[src/rtl/carry_save_resolver.sv]
// Resolves a carry-save pair (s, cout) into s + 2*cout, CHUNK bits per cycle.
// Optional ovf output is enabled by defining CSA_RESOLVE_OVF_EN.
module carry_save_resolver #(
    parameter int WIDTH = 16,
    parameter int CHUNK = 4
) (
    input  logic             clk,
    input  logic             rst,
    input  logic             in_valid,
    output logic             in_ready,
    input  logic [WIDTH-1:0] s,
    input  logic [WIDTH-1:0] cout,
    output logic             out_valid,
    input  logic             out_ready,
    output logic [WIDTH+1:0] result
`ifdef CSA_RESOLVE_OVF_EN
    ,
    output logic             ovf
`endif
);

    localparam int N  = WIDTH / CHUNK;
    localparam int JW = (N > 1) ? $clog2(N) : 1;

    typedef enum logic [1:0] {IDLE, RUN, DONE} state_t;

    state_t          state;
    logic [WIDTH-1:0] a;
    logic [WIDTH:0]   b;      // cout pre-shifted left by one; b[WIDTH] is the top carry bit
    logic             carry;
    logic [JW-1:0]    j;

    logic [CHUNK-1:0] a_ch, b_ch;
    logic [CHUNK:0]   sum_c;
    logic [1:0]       hi;
    logic             last;

    always_comb begin
        a_ch  = a[j*CHUNK +: CHUNK];
        b_ch  = b[j*CHUNK +: CHUNK];
        sum_c = {1'b0, a_ch} + {1'b0, b_ch} + {{CHUNK{1'b0}}, carry};
        // A has a zero at bit WIDTH, so only B's top bit meets the final carry.
        hi    = {b[WIDTH] & sum_c[CHUNK], b[WIDTH] ^ sum_c[CHUNK]};
        last  = (j == JW'(N - 1));
    end

    always_ff @(posedge clk) begin
        if (rst) begin
            state     <= IDLE;
            in_ready  <= 1'b1;
            out_valid <= 1'b0;
            result    <= '0;
            a         <= '0;
            b         <= '0;
            carry     <= 1'b0;
            j         <= '0;
`ifdef CSA_RESOLVE_OVF_EN
            ovf       <= 1'b0;
`endif
        end else begin
            case (state)
                IDLE: begin
                    if (in_valid) begin
                        a        <= s;
                        b        <= {cout, 1'b0};
                        carry    <= 1'b0;
                        j        <= '0;
                        in_ready <= 1'b0;
                        state    <= RUN;
                    end
                end
                RUN: begin
                    result[j*CHUNK +: CHUNK] <= sum_c[CHUNK-1:0];
                    carry <= sum_c[CHUNK];
                    if (last) begin
                        result[WIDTH+1:WIDTH] <= hi;
`ifdef CSA_RESOLVE_OVF_EN
                        ovf <= |hi;
`endif
                        out_valid <= 1'b1;
                        state     <= DONE;
                    end else begin
                        j <= j + 1'b1;
                    end
                end
                DONE: begin
                    if (out_ready) begin
                        out_valid <= 1'b0;
                        in_ready  <= 1'b1;
`ifdef CSA_RESOLVE_OVF_EN
                        ovf       <= 1'b0;
`endif
                        state     <= IDLE;
                    end
                end
                default: state <= IDLE;
            endcase
        end
    end

endmodule
[config.mk]
export PLATFORM = sky130hd
export DESIGN_NAME = carry_save_resolver
export DESIGN_NICKNAME = d
export VERILOG_FILES = /design/src/rtl/carry_save_resolver.sv
export SDC_FILE = /design/constraint.sdc
export NUM_CORES = 1
export LEC_CHECK = 0
export ABC_AREA = 1
export CELL_PAD_IN_SITES_DETAIL_PLACEMENT = 1
export CELL_PAD_IN_SITES_GLOBAL_PLACEMENT = 2
export CORE_MARGIN = 4
export CORE_UTILIZATION = 27
export CTS_BUF_LIST = sky130_fd_sc_hd__clkbuf_16
export DETAILED_ROUTE_END_ITERATION = 12
export PLACE_DENSITY_LB_ADDON = 0.15
export SYNTH_ARGS = -nofsm -noshare
export SYNTH_HDL_FRONTEND = slang
export SYNTH_SLANG_ARGS = --single-unit
[constraint.sdc]
create_clock -name clk -period 5.75 [get_ports clk]
set_input_delay 1.15 -clock clk [delete_from_list [all_inputs] [get_ports clk]]
set_output_delay 1.15 -clock clk [all_outputs]
set_load 0.05 [all_outputs]
==> results.json <==
{
  "synth_top_area_share": 0.443,
  "cpMaxStageDelayCell": "inv_1",
  "synth_top_family_by_area": "simple AND/OR/NAND/NOR gates",
  "cp_slowest_stage_delay_ps": 900,
  "ys_types": 30,
  "nNetsFinal": 438,
  "drtIter0Drc": 56,
  "viasPerCell": 4.61,
  "crit_end": "result[16]$_SDFFE_PP0P_",
  "dp_cells": 507,
  "cts_hold_buf": 0,
  "hold_viol": 0,
  "ir_worst_vdd_v": 0.000159,
  "cts_resized": 0,
  "yosys-top-cells-area": "dfxtp_1 (44%), nor2_1 (12%), o21ai_0 (9.3%)",
  "cp.required_ps": 6000,
  "synth_nets": 387,
  "clock_sinks": 57,
  "place_hpwl_mm": 5.13,
  "crit_fanout": 36,
  "slew_headroom": 0.372,
  "path_class": "in2reg",
  "gr-total-overflow": 0,
  "antenna_found_initial": 0,
  "path_clk_slew_ps": 50,
  "finalCritPeriodShare": 0.528,
  "cp-end-kind": "register",
  "rr_startpoint": "j[0]$_SDFFE_PP0P_",
  "syn_to_final_growth_pct": 38.0,
  "rrSetupSlack_ps": 2760,
  "avgRoutedWirePerCell_um": 13.9,
  "wl_mm": 7.29,
  "cts_tree": "yes",
  "final_area_um2": 3550,
  "powerDensity_nw_per_um2": 350,
  "drcViolationCount": 0,
  "coreArea_um2": 9280,
  "dieArea_um2": 11200,
  "drive_above_1_share": 0.0736,
  "grt_pass1_wl_mm": 12.4,
  "status": "finished clean",
  "rr_endpoint": "result[16]$_SDFFE_PP0P_",
  "hp-class": "reg2reg",
  "worstSkewPairLatency_ps": 330,
  "cp-startpoint": "rst",
  "clock_path_buffers": 2,
  "synth_xor_area_frac": 0.00340,
  "die_y_um": 106,
  "seq_area_frac_synth": 0.443,
  "post_cts_buffers": 0,
  "arrival_ps": 3290,
  "stdcell_count": 523,
  "grt_pass1_vias": 2503,
  "power_leakage_nw": 1.37,
  "grt_max_degree": 37,
  "ios": 56,
  "die_w_um": 106,
  "antenna_left": 0,
  "cts_made_buffers": 9,
  "ys_ff_latch": 57,
  "r2r_cells": 10,
  "cp-start-kind": "primary input",
  "holdWs_ps": 453,
  "netlist_instances": 338,
  "crit_chain": "clkdlybuf4s50_1, inv_1, o21ai_0, a21oi_1",
  "diodes": 0,
  "synth_fa_ha_area_frac": 0.0690,
  "netlist_area_um2": 2580,
  "yosys.area.top_type": "dfxtp_1",
  "finish.utilization": 0.383,
  "root_buffer": "clkbuf_16",
  "finalSetupViolCount": 0,
  "synth_mux_area_frac": 0,
  "gp_congestion": 0.737,
  "rsz0062_at_grt": "false",
  "grt_usage": 0.139,
  "fin_setup_tns_ps": 0,
  "dr.pass1.iters": 4,
  "vias": 2412,
  "fin_crit_ps": 3040,
  "drv_cap": 0,
  "worst_pin_slew_ps": 940,
  "io_buffers": 55,
  "yosys_warnings": 0,
  "synthSimpleGateAreaFrac": 0.252,
  "start_util": 0.277,
  "placed_area_um2": 3220,
  "max_freq_mhz": 329,
  "drv_slew": 0,
  "synth.avg_cell_area_um2": 7.62,
  "htreeDepth": 3,
  "finClkSkew_ps": 10.4,
  "rows": 35,
  "synth_compound_area_frac": 0.177
}
[sequential cells by signal, summed over array words and instances, names as in the netlist]
name and cells:
a 16, b 16, carry 1, in_ready 1
j 2, out_valid 1, result 18, state 2
[cell families (layout without fill, tap and decap cells)]
logic type                 Yosys count  after routing
and+or+nand+nor                    148            148
AOI/OAI and AO/OA                   85             85
DFF                                 57             57
buffers and inverters               34             90
adders and majority gates           13             13
xor gates and xnor gates             1              1
[stage by stage]
stage               total power (W)  setup WS, ps
floorplan                  0.000582          3280
global placement           0.000654          2330
detailed placement         0.000658          2250
CTS                         0.00126          2590
global route                0.00131          2360
finish                      0.00124          2710
[cells in the mapped netlist (all sizes together)]
cell and n:
a211oi 1, o21ai 49, nor2 87, nand4 5
nor3 2, a32oi 2, buf 4, clkbuf 12
nand3b 1, xnor2 1, nand2 43, dfxtp 57
ha 11, o22ai 5, a21oi 24, fa 2
nor3b 1, a22oi 4, nor4 1, inv 18
nand3 8
[power breakdown]
part | total, W | switching (W) | internal, W
Clock | 0.000599 | 0.000180 | 0.000419
Sequential | 0.000438 | 0.0000180 | 0.000420
Combinational | 0.000207 | 0.000129 | 0.0000783
[how the worst min path moves through the flow]
stage                               start  cells past startpoint                     to  slack [ps]
floorplan              a[10]$_SDFFE_PP0P_                      2     a[10]$_SDFFE_PP0P_         450
global placement    in_ready$_SDFFE_PP1P_                      2  in_ready$_SDFFE_PP1P_         450
detailed placement  in_ready$_SDFFE_PP1P_                      2  in_ready$_SDFFE_PP1P_         450
CTS                 in_ready$_SDFFE_PP1P_                      2  in_ready$_SDFFE_PP1P_         460
global route        in_ready$_SDFFE_PP1P_                      2  in_ready$_SDFFE_PP1P_         480
finish              in_ready$_SDFFE_PP1P_                      2  in_ready$_SDFFE_PP1P_         450
[routing by layer]
layer / global-route usage / routed length, µm
met1: 0.179 / 3550
met2: 0.222 / 3360
met3: 0.0441 / 333
met4: 0.0407 / 49
met5: 0 / 0
[cell usage in the layout, fill, tap and decap left out]
| cell type | Yosys | final |
|---|---|---|
| ha_1 | 11 | 11 |
| nor2_1 | 85 | 85 |
| clkinvlp_4 | 0 | 1 |
| xnor2_1 | 1 | 1 |
| nand2_4 | 1 | 1 |
| inv_2 | 4 | 4 |
| bufinv_16 | 0 | 3 |
| a22oi_1 | 4 | 4 |
| buf_4 | 3 | 1 |
| nand3_1 | 8 | 8 |
| nor3_1 | 1 | 1 |
| o22ai_1 | 5 | 5 |
| nand3b_1 | 1 | 1 |
| nand4_1 | 5 | 5 |
| inv_1 | 14 | 15 |
| o21ai_0 | 48 | 48 |
| clkinv_2 | 0 | 1 |
| nand2_1 | 39 | 39 |
| clkinv_1 | 0 | 1 |
| a211oi_1 | 1 | 1 |
| o21ai_2 | 1 | 1 |
| nor2_2 | 1 | 1 |
| nand2_2 | 3 | 3 |
| dfxtp_1 | 57 | 57 |
| nor4_4 | 1 | 1 |
| clkbuf_16 | 0 | 9 |
| a21oi_1 | 24 | 24 |
| nor3b_2 | 1 | 1 |
| clkdlybuf4s50_1 | 0 | 55 |
| nor3_2 | 1 | 1 |
| nor2_8 | 1 | 1 |
| a32oi_1 | 2 | 2 |
| fa_1 | 2 | 2 |
[worst max-delay path: cells and delay by family]
family / cells / cell delay [ps]
compound gates: 2 / 410
buf+inv: 2 / 1710
[area by class of cell]
class	count	area, µm²
Clock buffer	9	225
Fill cell	1133	5730
Multi-Input combinational cell	247	1290
Sequential cell	57	1140
Clock inverter	7	110
Timing Repair Buffer	56	558
Inverter	18	67.6
Tap cell	129	161
(Power assumes the default switching activity.)
